$ cat src/rtl/seq_rem.sv
// Restoring divider that yields only the remainder, one quotient bit per edge.
// The first iteration runs on the edge that samples m_start.
module seq_rem #(
   parameter int WIDTH = 32
) (
   input  logic             clk,
   input  logic             rst_n,
   input  logic             m_start,
   input  logic [WIDTH-1:0] dividend,
   input  logic [WIDTH-1:0] divisor,
   output logic             m_done,
   output logic [WIDTH-1:0] rem
);

   localparam int CW = $clog2(WIDTH) + 1;

   logic [WIDTH-1:0] rem_reg, shift_reg, div_reg;
   logic [WIDTH-1:0] src_rem, src_div, rem_next;
   logic             src_bit;
   logic [WIDTH:0]   partial;
   logic [CW-1:0]    cnt_reg;
   logic             busy_reg, done_reg;

   // On the start edge the operands come straight from the ports.
   always_comb begin
      src_rem  = m_start ? '0 : rem_reg;
      src_bit  = m_start ? dividend[WIDTH-1] : shift_reg[WIDTH-1];
      src_div  = m_start ? divisor : div_reg;
      partial  = {src_rem, src_bit};
      rem_next = partial[WIDTH-1:0];
      if (partial >= {1'b0, src_div})
         rem_next = WIDTH'(partial - {1'b0, src_div});
   end

   always_ff @(posedge clk) begin
      if (!rst_n) begin
         rem_reg   <= '0;
         shift_reg <= '0;
         div_reg   <= '0;
         cnt_reg   <= '0;
         busy_reg  <= 1'b0;
         done_reg  <= 1'b0;
      end else begin
         done_reg <= 1'b0;
         if (m_start) begin
            rem_reg   <= rem_next;
            shift_reg <= dividend << 1;
            div_reg   <= divisor;
            cnt_reg   <= CW'(WIDTH - 1);
            busy_reg  <= 1'b1;
         end else if (busy_reg) begin
            rem_reg   <= rem_next;
            shift_reg <= shift_reg << 1;
            cnt_reg   <= cnt_reg - CW'(1);
            if (cnt_reg == CW'(1)) begin
               busy_reg <= 1'b0;
               done_reg <= 1'b1;
            end
         end
      end
   end

   assign m_done = done_reg;
   assign rem    = rem_reg;

endmodule

$ cat config.mk
export PLATFORM = sky130hd
export DESIGN_NAME = seq_rem
export DESIGN_NICKNAME = d
export VERILOG_FILES = /design/src/rtl/seq_rem.sv
export SDC_FILE = /design/constraint.sdc
export NUM_CORES = 1
export LEC_CHECK = 0
export ABC_CLOCK_PERIOD_IN_PS = 4200
export BUFFER_PORTS_ARGS = -buffer_cell sky130_fd_sc_hd__buf_4
export CORE_MARGIN = 3
export CORE_UTILIZATION = 35
export CTS_CLUSTER_SIZE = 12
export DETAILED_ROUTE_END_ITERATION = 16
export GPL_ROUTABILITY_DRIVEN = 0
export PLACE_DENSITY = 0.65
export SLEW_MARGIN = 20
export SYNTH_ARGS = -nofsm -noshare
export SYNTH_HDL_FRONTEND = slang
export SYNTH_SLANG_ARGS = --single-unit
$ cat constraint.sdc
create_clock -name clk -period 4.2 [get_ports clk]
set_clock_uncertainty 0.05 [all_clocks]
set_input_delay 0.84 -clock clk [delete_from_list [all_inputs] [get_ports clk]]
set_output_delay 0.84 -clock clk [all_outputs]
set_load 0.05 [all_outputs]
* Word level (Yosys, flattened, before mapping)
Cells that the tools add are included.
** Cells by class
- Add/subtract/negate cells :: 2
- Order comparisons :: 1
- Equality and inequality tests :: 1
- Mux-type cells :: 14
- Bitwise logic cells :: 2
- Reductions and logical operators :: 3
** Operator list (number)
- 32-bit two-way mux :: 7
- 33-bit by 32-bit greater-or-equal comparator with 1-bit output :: 1
- 32-bit subtractor :: 1
- 5-bit two-way mux :: 2
- 6-bit by 1-bit == test with 1-bit output, second input constant :: 1
- 6-bit by 1-bit subtractor with 6-bit output, second input constant :: 1
- 1-bit two-way mux :: 5
- 3-bit OR reduction :: 1
- 1-bit NOT :: 2
- 2-bit nonzero test :: 1
- 2-bit OR reduction :: 1
** Word-level totals
- Flip-flop bits (word level) :: 103
- Bits of input ports :: 67
- Output and inout port bits :: 33
- Logic and storage cells :: 30

* Longest topological paths before layout
Gate-level depths: netlist of the first run.
- Depth in word-level cells :: 5
- Mapped depth :: 16
- Mapped depth without buffers :: 12

* Least setup slack after synthesis of the first run
OpenSTA, ideal clock, no wires.
- Kind :: input to register
- Start point :: in m_start
- End point :: reg rem_reg[26] (netlist: rem[26])
- Setup time :: 122 ps
- Arrival :: 4283 ps
- Required time :: 4028 ps
- Path slack :: -255 ps
- Stages on the path :: 13
- Path buffers :: 3
- Cell sequence :: clkbuf_1 -> clkbuf_1 -> buf_1 -> mux2i_1 -> fa_1 -> a21o_1 -> a311o_1 -> a211oi_2 -> o31ai_1 -> a211oi_2 -> o21bai_1 -> xor2_1 -> a221o_1
** On the way
- Word-level cells in the longest chain between the ends :: 5
** Ends and longest elaborated chain
- start, declared :: RTL line 8 : input logic m_start,
- 1-bit two-way mux (tied with other cells) :: RTL line 27 : src_bit = m_start ? dividend[WIDTH-1] : shift_reg[WIDTH-1];
- 32-bit subtractor / 33-bit by 32-bit greater-or-equal comparator with 1-bit output (equally long branches) :: RTL line 32, 31
- 32-bit two-way mux :: RTL line 31 : if (partial >= {1'b0, src_div})
- 32-bit two-way mux :: RTL line 51 : end else if (busy_reg) begin
- 32-bit two-way mux :: RTL line 45 : if (m_start) begin
- end signal, assigned :: RTL line 46 : rem_reg <= rem_next;
- end signal, assigned :: RTL line 52 : rem_reg <= rem_next;
- end, declared :: RTL line 17 : logic [WIDTH-1:0] rem_reg, shift_reg, div_reg;
Parallel ways exist; a longest one is shown, timed or not. The select of a mux whose other input is x is not followed.
A chain may end at the register's enable or synchronous reset.

* Worst setup path after layout of the first run
Same ends and word-level chain as after synthesis.

==> results of run 1 <==
[cell usage after synthesis, drive strengths merged (17+ instances only)]
cell type and number:
mux2i 68, o21ai 45, a21oi 39, nand2 92, dfxtp 103, nor2 26, clkbuf 30, buf 17
o211a 32, xnor2 19, ha 34, nor2b 66
[layer usage]
| layer | vias up | wire [um] | GRT usage [%] |
|---|---|---|---|
| met4 | 0 | 312 | 5.71 |
| met3 | 18 | 625 | 2.42 |
| met2 | 116 | 7390 | 25.7 |
| met5 | - | 0 | 0 |
| li1 | 2821 | - | - |
| met1 | 2606 | 8490 | 24.9 |
[cell type report]
class                      count  area, um^2  area share, %
inverter                      13        48.8          0.637
timing repair buffer         123         973           12.7
clock inverter                 7        72.6          0.947
clock buffer                   9         225           2.94
sequential                   103        2060           26.9
tap                          225         282           3.67
multi-input combinational    571        4000           52.2
[final timing paths]
kind	from	to	slack (ns)	depth (start not counted)
worst max-delay path	m_start	rem[26]	0.39	13
worst min-delay path	rem[2]	rem[2]	0.46	2
worst max register to register	shift_reg[31]	rem[26]	0.71	12
worst min register to register	rem[2]	rem[2]	0.46	2
[cell families (layout without fill, tap and decap cells)]
| group | Yosys count | in the layout | share of synthesized area, % |
|---|---|---|---|
| buf+inv | 60 | 152 | 3.76 |
| fa+ha+maj | 35 | 35 | 7.07 |
| xor+xnor | 32 | 32 | 4.45 |
| flops | 103 | 103 | 32.8 |
| mux | 69 | 69 | 11.0 |
| simple gates | 235 | 235 | 18.4 |
| compound gates | 200 | 200 | 22.6 |
[worst max-delay path, delay by kind of cell]
kind	cells	cell delay (ns)
compound gates	7	1.95
fa+ha+maj	2	0.61
mux	1	0.24
buf+inv	2	0.21
xor+xnor	1	0.16
[metrics by stage]
stage | std cells | util, % | worst slack, ns | hold slack (ns)
global placement | 1035 | 42.1 | 0.0234 | 0.440
finish | 1051 | 43.8 | 0.387 | 0.460
detailed placement | 1035 | 42.1 | 0.0714 | 0.442
floorplan | 734 | - | 0.0762 | 0.435
CTS | 1051 | 43.8 | 0.436 | 0.464
global route | 1051 | 43.8 | 0.216 | 0.494
[power groups by stage]
stage / clock [uW] / combinational [uW] / sequential, uW
after global placement: 0 / 773 / 1110
after floorplan: 0 / 472 / 1180
after CTS: 875 / 779 / 1090
after global routing: 913 / 862 / 1100
final: 857 / 782 / 1090
after detailed placement: 0 / 774 / 1110
==> results.py, run 1 <==
metrics = {
    "detailed_routing": {
        "detail_route.vias_per_cell": 5.29,
        "drtIter0Drc": 383,
        "postRouteAntennaNets": 0,
        "firstDrtPassIters": 5,
        "overall_routed_net_length_mm": 16.8,
        "drt_drc_violations_left": 0,
        "wl_per_cell_um": 16.0,
        "vias": 5561,
    },
    "cells_and_area": {
        "total_of_fill_cells_in_the_finished_design": 1718,
        "final_area_um2": 7660,
        "layout.cells.most_common": "sky130_fd_sc_hd__buf_4",
        "antenna-diode-count": 0,
        "design.final.nets": 923,
        "ratio_of_cells_with_drive_above_1_in_the_final_layout_pct": 18.0,
        "mostFrequentLayoutCells": "sky130_fd_sc_hd__buf_4, sky130_fd_sc_hd__dfxtp_1, sky130_fd_sc_hd__nand2_1, sky130_fd_sc_hd__mux2i_1, sky130_fd_sc_hd__nor2b_1",
        "area_growth_syn_to_layout_pct": 21.7,
    },
    "timing": {
        "timing.slew.headroom_pct": 55.4,
        "rsz_0062_raised_after_global_routing": "false",
        "max_freq_ghz": 0.262,
        "tightest_slew_ns": 0.670,
        "hold_violation_total_from_the_final_report": 0,
        "min_period_ns": 3.81,
        "setup_viol_count_final": 0,
        "slew_viol_final": 0,
        "timing.setup.tns_ns": 0,
        "final_min_period_over_clock_period_pct": 90.8,
    },
    "placed_design": {
        "port_buffers": 99,
        "detailed_place_hpwl_mm": 12.2,
        "dpl-instance-area_um2": 7360,
    },
    "floorplan": {
        "core_area_um2": 17500,
        "initial_utilization_pct": 36.0,
        "die_width_um": 140,
        "dieArea_um2": 19600,
        "io_pins": 100,
        "std_cell_rows": 48,
        "die_h_um": 140,
    },
    "worst_setup_path": {
        "path_class": "in2reg",
        "cp_data_arrival_time_ns": 4.02,
        "timing.critical_path.required_ns": 4.41,
        "crit_fanout": 5,
        "path_cells": "buf_4 -> mux2i_1 -> ha_1 -> inv_1 -> fa_1 -> a21o_1 -> a311o_1 -> a211oi_2 -> o31ai_1 -> a211oi_2 -> o21bai_1 -> xor2_1 -> a221o_1",
        "crit_slowest_cell": "sky130_fd_sc_hd__a211oi_2",
        "critPathMostFrequentCell": "sky130_fd_sc_hd__a211oi_2",
        "start_kind": "input pin",
        "cp_slowest_stage_delay_ns": 0.41,
        "timing.critical_path.to_type": "flip-flop",
    },
    "logic_synthesis": {
        "postSynthRegisterBits": 103,
        "per_instance_average_area_after_synthesis_um2": 8.58,
        "synth_seq_area_share_pct": 32.8,
        "syn_nets": 836,
        "post-synth-top-area-fraction_pct": 32.8,
        "postSynth.topFlopCell": "sky130_fd_sc_hd__dfxtp_1",
        "leading_area_contributor_after_synthesis": "sky130_fd_sc_hd__dfxtp_1",
        "synth_unique_cells": 58,
        "synth_async_sr_flop_share_pct": 0,
        "synth_enable_flop_cells": 0,
        "netlist_top_cells_area": "sky130_fd_sc_hd__dfxtp_1, sky130_fd_sc_hd__mux2i_1, sky130_fd_sc_hd__ha_1, sky130_fd_sc_hd__nor2b_1, sky130_fd_sc_hd__nand2_1",
        "ys.warnings.count": 0,
        "synth_area_um2": 6300,
        "netlist_instances": 734,
    },
    "power_and_ir_drop": {
        "leakagePower_uw": 0.00359,
        "switching_share_pct": 34.2,
        "power.ir.vdd_worst_mv": 0.185,
        "power.share.sequential_pct": 39.9,
        "clockPowerShare_pct": 31.4,
        "total_switching_power_uw": 933,
        "design_power_total_uw": 2730,
        "intPower_uw": 1790,
        "comb_power_share_pct": 28.7,
        "power_density_nw_per_um2": 356,
    },
    "cts": {
        "cts.hold.buffers_added": 0,
        "cts_root_buf": "sky130_fd_sc_hd__clkbuf_16",
        "cts_tree": "yes",
        "htree_levels": 3,
        "number_of_sinks_handled_by_clock_tree_synthesis": 103,
        "cts.clk_slew.worst_paths_ns": 0.08,
        "post_cts_setup_buffers": 0,
        "cts_buffer_depth": 2,
        "cts_resized": 0,
        "tritoncts.num_buffers": 9,
        "worst_skew_pair.late_latency_ns": 0.36,
    },
    "min_path": {
        "worstHoldPathType": "reg2reg",
    },
    "grt": {
        "first_pass_grt_wire_length_mm": 27.6,
        "grt_pass1_vias": 5358,
        "antenna_found_initial": 0,
        "grt_start_max_net_pins": 70,
        "track_usage_pct": 17.0,
        "global_route.overflow_total": 0,
    },
    "run": {
        "drv.max_cap_violation_count": 0,
    },
    "outcome": {
        "outcome": "complete, no violations",
    },
}
No activity file was read; power rests on OpenSTA's default activity.
==> run 2, diff against run 1 <==
Settings changed: RECOVER_POWER set to 100.
==> results.py, run 2 (synthesized netlist as in run 1, its figures left out) <==
metrics = {
    "outcome": {
        "outcome": "finished, violations left",
        "violations": "max-capacitance violations, max-slew violations",
    },
    "worst_setup_path": {
        "path_class": "in2reg",
        "timing.critical_path.to_type": "flip-flop",
        "crit-reg2reg-launch": "shift_reg[31]",
        "cp_slowest_stage_delay_ns": 0.55,
        "timing.reg2reg.setup_slack_ns": 0.73,
        "critical_path.reg2reg.endpoint": "rem[26]",
        "start_kind": "input pin",
        "crit_slowest_cell": "sky130_fd_sc_hd__or4_1",
        "cp_data_arrival_time_ns": 4.07,
        "timing.critical_path.required_ns": 4.45,
        "worst_reg2reg_path_depth": 12,
        "path_cells": "buf_4 -> buf_12 -> mux2i_1 -> ha_1 -> o211ai_2 -> a211oi_2 -> o21ai_2 -> a211oi_1 -> o21bai_1 -> o21a_1 -> clkbuf_1 -> or4_1 -> a21oi_1",
        "crit_fanout": 32,
    },
    "grt": {
        "first_pass_grt_wire_length_mm": 27.6,
        "grt_start_max_net_pins": 70,
        "antenna_found_initial": 0,
        "globalRoute.busiestLayer": "met2",
        "grt_pass1_vias": 5358,
        "global_route.overflow_total": 0,
        "met1_usage_pct": 24.9,
        "grt_use_met3_pct": 2.42,
        "gr-usage-met2_pct": 25.7,
        "track_usage_pct": 17.0,
    },
    "floorplan": {
        "io_pins": 100,
        "core_area_um2": 17500,
        "die_h_um": 140,
        "die_width_um": 140,
        "dieArea_um2": 19600,
        "std_cell_rows": 48,
        "initial_utilization_pct": 36.0,
    },
    "cts": {
        "post_cts_setup_buffers": 0,
        "cts_tree": "yes",
        "number_of_sinks_handled_by_clock_tree_synthesis": 103,
        "cts_resized": 0,
        "worst_skew_pair.late_latency_ns": 0.36,
        "cts.clk_slew.worst_paths_ns": 0.08,
        "cts.hold.buffers_added": 0,
        "cts_root_buf": "sky130_fd_sc_hd__clkbuf_16",
        "htree_levels": 3,
        "cts_buffer_depth": 2,
        "tritoncts.num_buffers": 9,
    },
    "detailed_routing": {
        "detail_route.vias_per_cell": 5.31,
        "firstDrtPassIters": 5,
        "overall_routed_net_length_mm": 16.8,
        "postRouteAntennaNets": 0,
        "drt_drc_violations_left": 0,
        "wl_per_cell_um": 16.0,
        "vias": 5582,
        "drtIter0Drc": 406,
    },
    "min_path": {
        "hold_path_depth": 2,
        "holdCritStartpoint": "rem[2]",
        "worstHoldPathType": "reg2reg",
        "hold_path_end": "rem[2]",
    },
    "timing": {
        "min_period_ns": 3.82,
        "final_min_period_over_clock_period_pct": 91.1,
        "slew_viol_final": 41,
        "setup_viol_count_final": 0,
        "timing.setup.tns_ns": 0,
        "timing.slew.headroom_pct": -69.2,
        "tightest_slew_ns": 2.54,
        "rsz_0062_raised_after_global_routing": "false",
        "hold_violation_total_from_the_final_report": 0,
        "max_freq_ghz": 0.261,
    },
    "cells_and_area": {
        "area_growth_syn_to_layout_pct": 19.3,
        "ratio_of_cells_with_drive_above_1_in_the_final_layout_pct": 13.2,
        "layout.cells.most_common": "sky130_fd_sc_hd__dfxtp_1",
        "antenna-diode-count": 0,
        "mostFrequentLayoutCells": "sky130_fd_sc_hd__dfxtp_1, sky130_fd_sc_hd__nand2_1, sky130_fd_sc_hd__buf_4, sky130_fd_sc_hd__mux2i_1, sky130_fd_sc_hd__nor2b_1",
        "design.final.nets": 923,
    },
    "power_and_ir_drop": {
        "power.ir.vdd_worst_mv": 0.184,
        "power_density_nw_per_um2": 360,
        "design_power_total_uw": 2710,
        "leakagePower_uw": 0.00344,
    },
    "run": {
        "drv.max_cap_violation_count": 1,
    },
    "placed_design": {
        "detailed_place_hpwl_mm": 12.2,
        "port_buffers": 99,
    },
}
[run 2: changes by cell type in the layout (fill, tap and decap cells not counted)]
cell | before | now
sky130_fd_sc_hd__buf_4 | 119 | 81
sky130_fd_sc_hd__a211oi_2 | 4 | 3
sky130_fd_sc_hd__clkbuf_1 | 0 | 38
sky130_fd_sc_hd__dfxtp_2 | 1 | 0
sky130_fd_sc_hd__a211oi_1 | 3 | 4
sky130_fd_sc_hd__dfxtp_1 | 102 | 103
[run 2: final cells by class]
| cell class | instances | area, um^2 |
|---|---|---|
| Fill cell | 1755 | 9960 |
| Multi-Input combinational cell | 571 | 3990 |
| Sequential cell | 103 | 2060 |
| Timing Repair Buffer | 123 | 831 |
| Tap cell | 225 | 282 |
| Clock buffer | 9 | 225 |
| Clock inverter | 7 | 72.6 |
| Inverter | 13 | 48.8 |
[run 2: critical path, delay by kind of cell]
kind / cells / cell delay, ns
AOI/OAI and AO/OA: 7 / 1.51
adders and majority gates: 1 / 0.30
buffers and inverters: 3 / 0.60
muxes: 1 / 0.26
and+or+nand+nor: 1 / 0.55
[run 2: stage by stage]
stage               hold WS [ns]  instances  worst slack, ns  util [%]  area (um^2)
detailed placement         0.442       1035           0.0714      42.1         7360
global route               0.493       1051            0.144      43.0         7510
floorplan                  0.435        734           0.0762         -         6300
CTS                        0.464       1051            0.436      43.8         7660
global placement           0.440       1035           0.0234      42.1         7360
finish                     0.462       1051            0.375      43.0         7510
[run 2: per-layer routing]
metal	wire length (um)	vias to the layer above
met1	8380	2601
li1	-	2820
met2	7470	142
met5	0	-
met3	662	19
met4	325	0
[run 2: power breakdown]
group / internal, uW / switching (uW) / leakage [uW]
clock network: 423 / 435 / 0.000144
registers: 1040 / 42.3 / 0.000850
logic: 307 / 456 / 0.00245
total: 1770 / 933 / 0.00344
[run 2: worst max-delay path by stage]
stage                   end  slack (ns)  cells after the start  startpoint
global route        rem[30]        0.14                     13     m_start
floorplan           rem[26]        0.08                     14     m_start
global placement    rem[26]        0.02                     13     m_start
CTS                 rem[26]        0.44                     13     m_start
detailed placement  rem[26]        0.07                     13     m_start
finish              rem[23]        0.38                     13     m_start
==> run 3, diff against run 2 <==
Settings changed: ABC_CLOCK_PERIOD_IN_PS 4200 to 4000, PLACE_DENSITY 0.65 to 0.63.
Clock period 4.2 ns to 4 ns, I/O delays scaled along.
==> results.py, run 3 (synthesized netlist as in run 1, its figures left out) <==
metrics = {
    "power_and_ir_drop": {
        "design_power_total_uw": 2860,
        "power_density_nw_per_um2": 379,
        "leakagePower_uw": 0.00347,
        "power.ir.vdd_worst_mv": 0.197,
    },
    "worst_setup_path": {
        "timing.critical_path.required_ns": 4.23,
        "start_kind": "input pin",
        "timing.critical_path.to_type": "flip-flop",
        "cp_data_arrival_time_ns": 3.90,
        "crit_fanout": 5,
        "path_class": "in2reg",
    },
    "floorplan": {
        "die_h_um": 140,
        "core_area_um2": 17500,
        "std_cell_rows": 48,
        "io_pins": 100,
        "die_width_um": 140,
        "dieArea_um2": 19600,
        "initial_utilization_pct": 36.0,
    },
    "timing": {
        "min_period_ns": 3.67,
        "max_freq_ghz": 0.272,
        "timing.setup.tns_ns": 0,
        "slew_viol_final": 0,
        "rsz_0062_raised_after_global_routing": "false",
        "tightest_slew_ns": 1.30,
        "hold_violation_total_from_the_final_report": 0,
        "setup_viol_count_final": 0,
        "timing.slew.headroom_pct": 13.2,
        "final_min_period_over_clock_period_pct": 91.8,
    },
    "cells_and_area": {
        "layout.cells.most_common": "sky130_fd_sc_hd__dfxtp_1",
        "antenna-diode-count": 0,
        "ratio_of_cells_with_drive_above_1_in_the_final_layout_pct": 14.3,
        "post_layout_nonfiller_instances": 1056,
        "area_growth_syn_to_layout_pct": 20.0,
        "final_core_utilization_pct": 43.2,
        "design.final.nets": 928,
        "mostFrequentLayoutCells": "sky130_fd_sc_hd__dfxtp_1, sky130_fd_sc_hd__nand2_1, sky130_fd_sc_hd__buf_4, sky130_fd_sc_hd__mux2i_1, sky130_fd_sc_hd__nor2b_1",
    },
    "cts": {
        "htree_levels": 3,
        "cts_buffer_depth": 2,
        "tritoncts.num_buffers": 9,
        "cts_resized": 0,
        "number_of_sinks_handled_by_clock_tree_synthesis": 103,
        "cts.hold.buffers_added": 0,
        "cts_tree": "yes",
        "cts.clk_slew.worst_paths_ns": 0.07,
        "post_cts_setup_buffers": 0,
        "worst_skew_pair.late_latency_ns": 0.35,
        "cts_root_buf": "sky130_fd_sc_hd__clkbuf_16",
    },
    "grt": {
        "global_route.overflow_total": 0,
        "antenna_found_initial": 0,
        "track_usage_pct": 17.1,
        "first_pass_grt_wire_length_mm": 27.6,
        "grt_start_max_net_pins": 69,
        "grt_pass1_vias": 5355,
    },
    "detailed_routing": {
        "vias": 5575,
        "drt_drc_violations_left": 0,
        "firstDrtPassIters": 5,
        "wl_per_cell_um": 16.1,
        "detail_route.vias_per_cell": 5.28,
        "overall_routed_net_length_mm": 17.0,
        "postRouteAntennaNets": 0,
        "drtIter0Drc": 413,
    },
    "min_path": {
        "worstHoldPathType": "reg2reg",
    },
    "placed_design": {
        "place_inst": 1040,
        "detailed_place_hpwl_mm": 12.5,
        "port_buffers": 99,
    },
    "run": {
        "drv.max_cap_violation_count": 0,
    },
    "outcome": {
        "outcome": "complete, no violations",
    },
}
run 3: metal layers:
metal	track usage, %	up-vias	wire, um
li1	-	2830	-
met5	0	-	0
met4	5.35	0	257
met1	24.1	2588	8380
met3	2.80	17	725
met2	26.7	140	7630
run 3: where the power goes:
| group | switching, uW | internal [uW] | leakage, uW |
|---|---|---|---|
| clock network | 426 | 493 | 0.000147 |
| logic | 476 | 321 | 0.00247 |
| registers | 48.5 | 1100 | 0.000850 |
run 3: worst max-delay path: stages:
cell	delay, ns
sky130_fd_sc_hd__buf_4	0.15
sky130_fd_sc_hd__mux2i_1	0.25
sky130_fd_sc_hd__ha_1	0.22
sky130_fd_sc_hd__inv_1	0.06
sky130_fd_sc_hd__fa_1	0.40
sky130_fd_sc_hd__a21o_1	0.23
sky130_fd_sc_hd__a311o_1	0.39
sky130_fd_sc_hd__a21boi_0	0.25
sky130_fd_sc_hd__o21ai_0	0.22
sky130_fd_sc_hd__a21oi_1	0.35
sky130_fd_sc_hd__clkbuf_1	0.21
sky130_fd_sc_hd__xnor2_1	0.14
sky130_fd_sc_hd__nand2_1	0.11
sky130_fd_sc_hd__a21oi_1	0.13
run 3: path summary, 6_finish.rpt:
check                start       to  slack [ns]  cells after the start
max                m_start  rem[20]        0.33                     14
min                 rem[2]   rem[2]        0.45                      2
max reg2reg  shift_reg[31]  rem[20]        0.62                     13
min reg2reg         rem[2]   rem[2]        0.45                      2
run 3: layout make-up:
cell class | count | area (um^2)
Clock inverter | 7 | 77.6
Timing Repair Buffer | 128 | 862
Tap cell | 225 | 282
Sequential cell | 103 | 2060
Inverter | 13 | 48.8
Clock buffer | 9 | 225
Fill cell | 1748 | 9920
Multi-Input combinational cell | 571 | 4000
run 3: stage by stage:
| stage | instance area, um^2 | hold WS [ns] | setup WS [ns] |
|---|---|---|---|
| 4_1_cts | 7700 | 0.456 | 0.371 |
| 6_report | 7560 | 0.449 | 0.326 |
| 2_1_floorplan | 6300 | 0.435 | 0.00986 |
| 5_1_grt | 7560 | 0.494 | 0.0564 |
| 3_3_place_gp | 7400 | 0.437 | 0.129 |
| 3_5_place_dp | 7400 | 0.445 | 0.0126 |
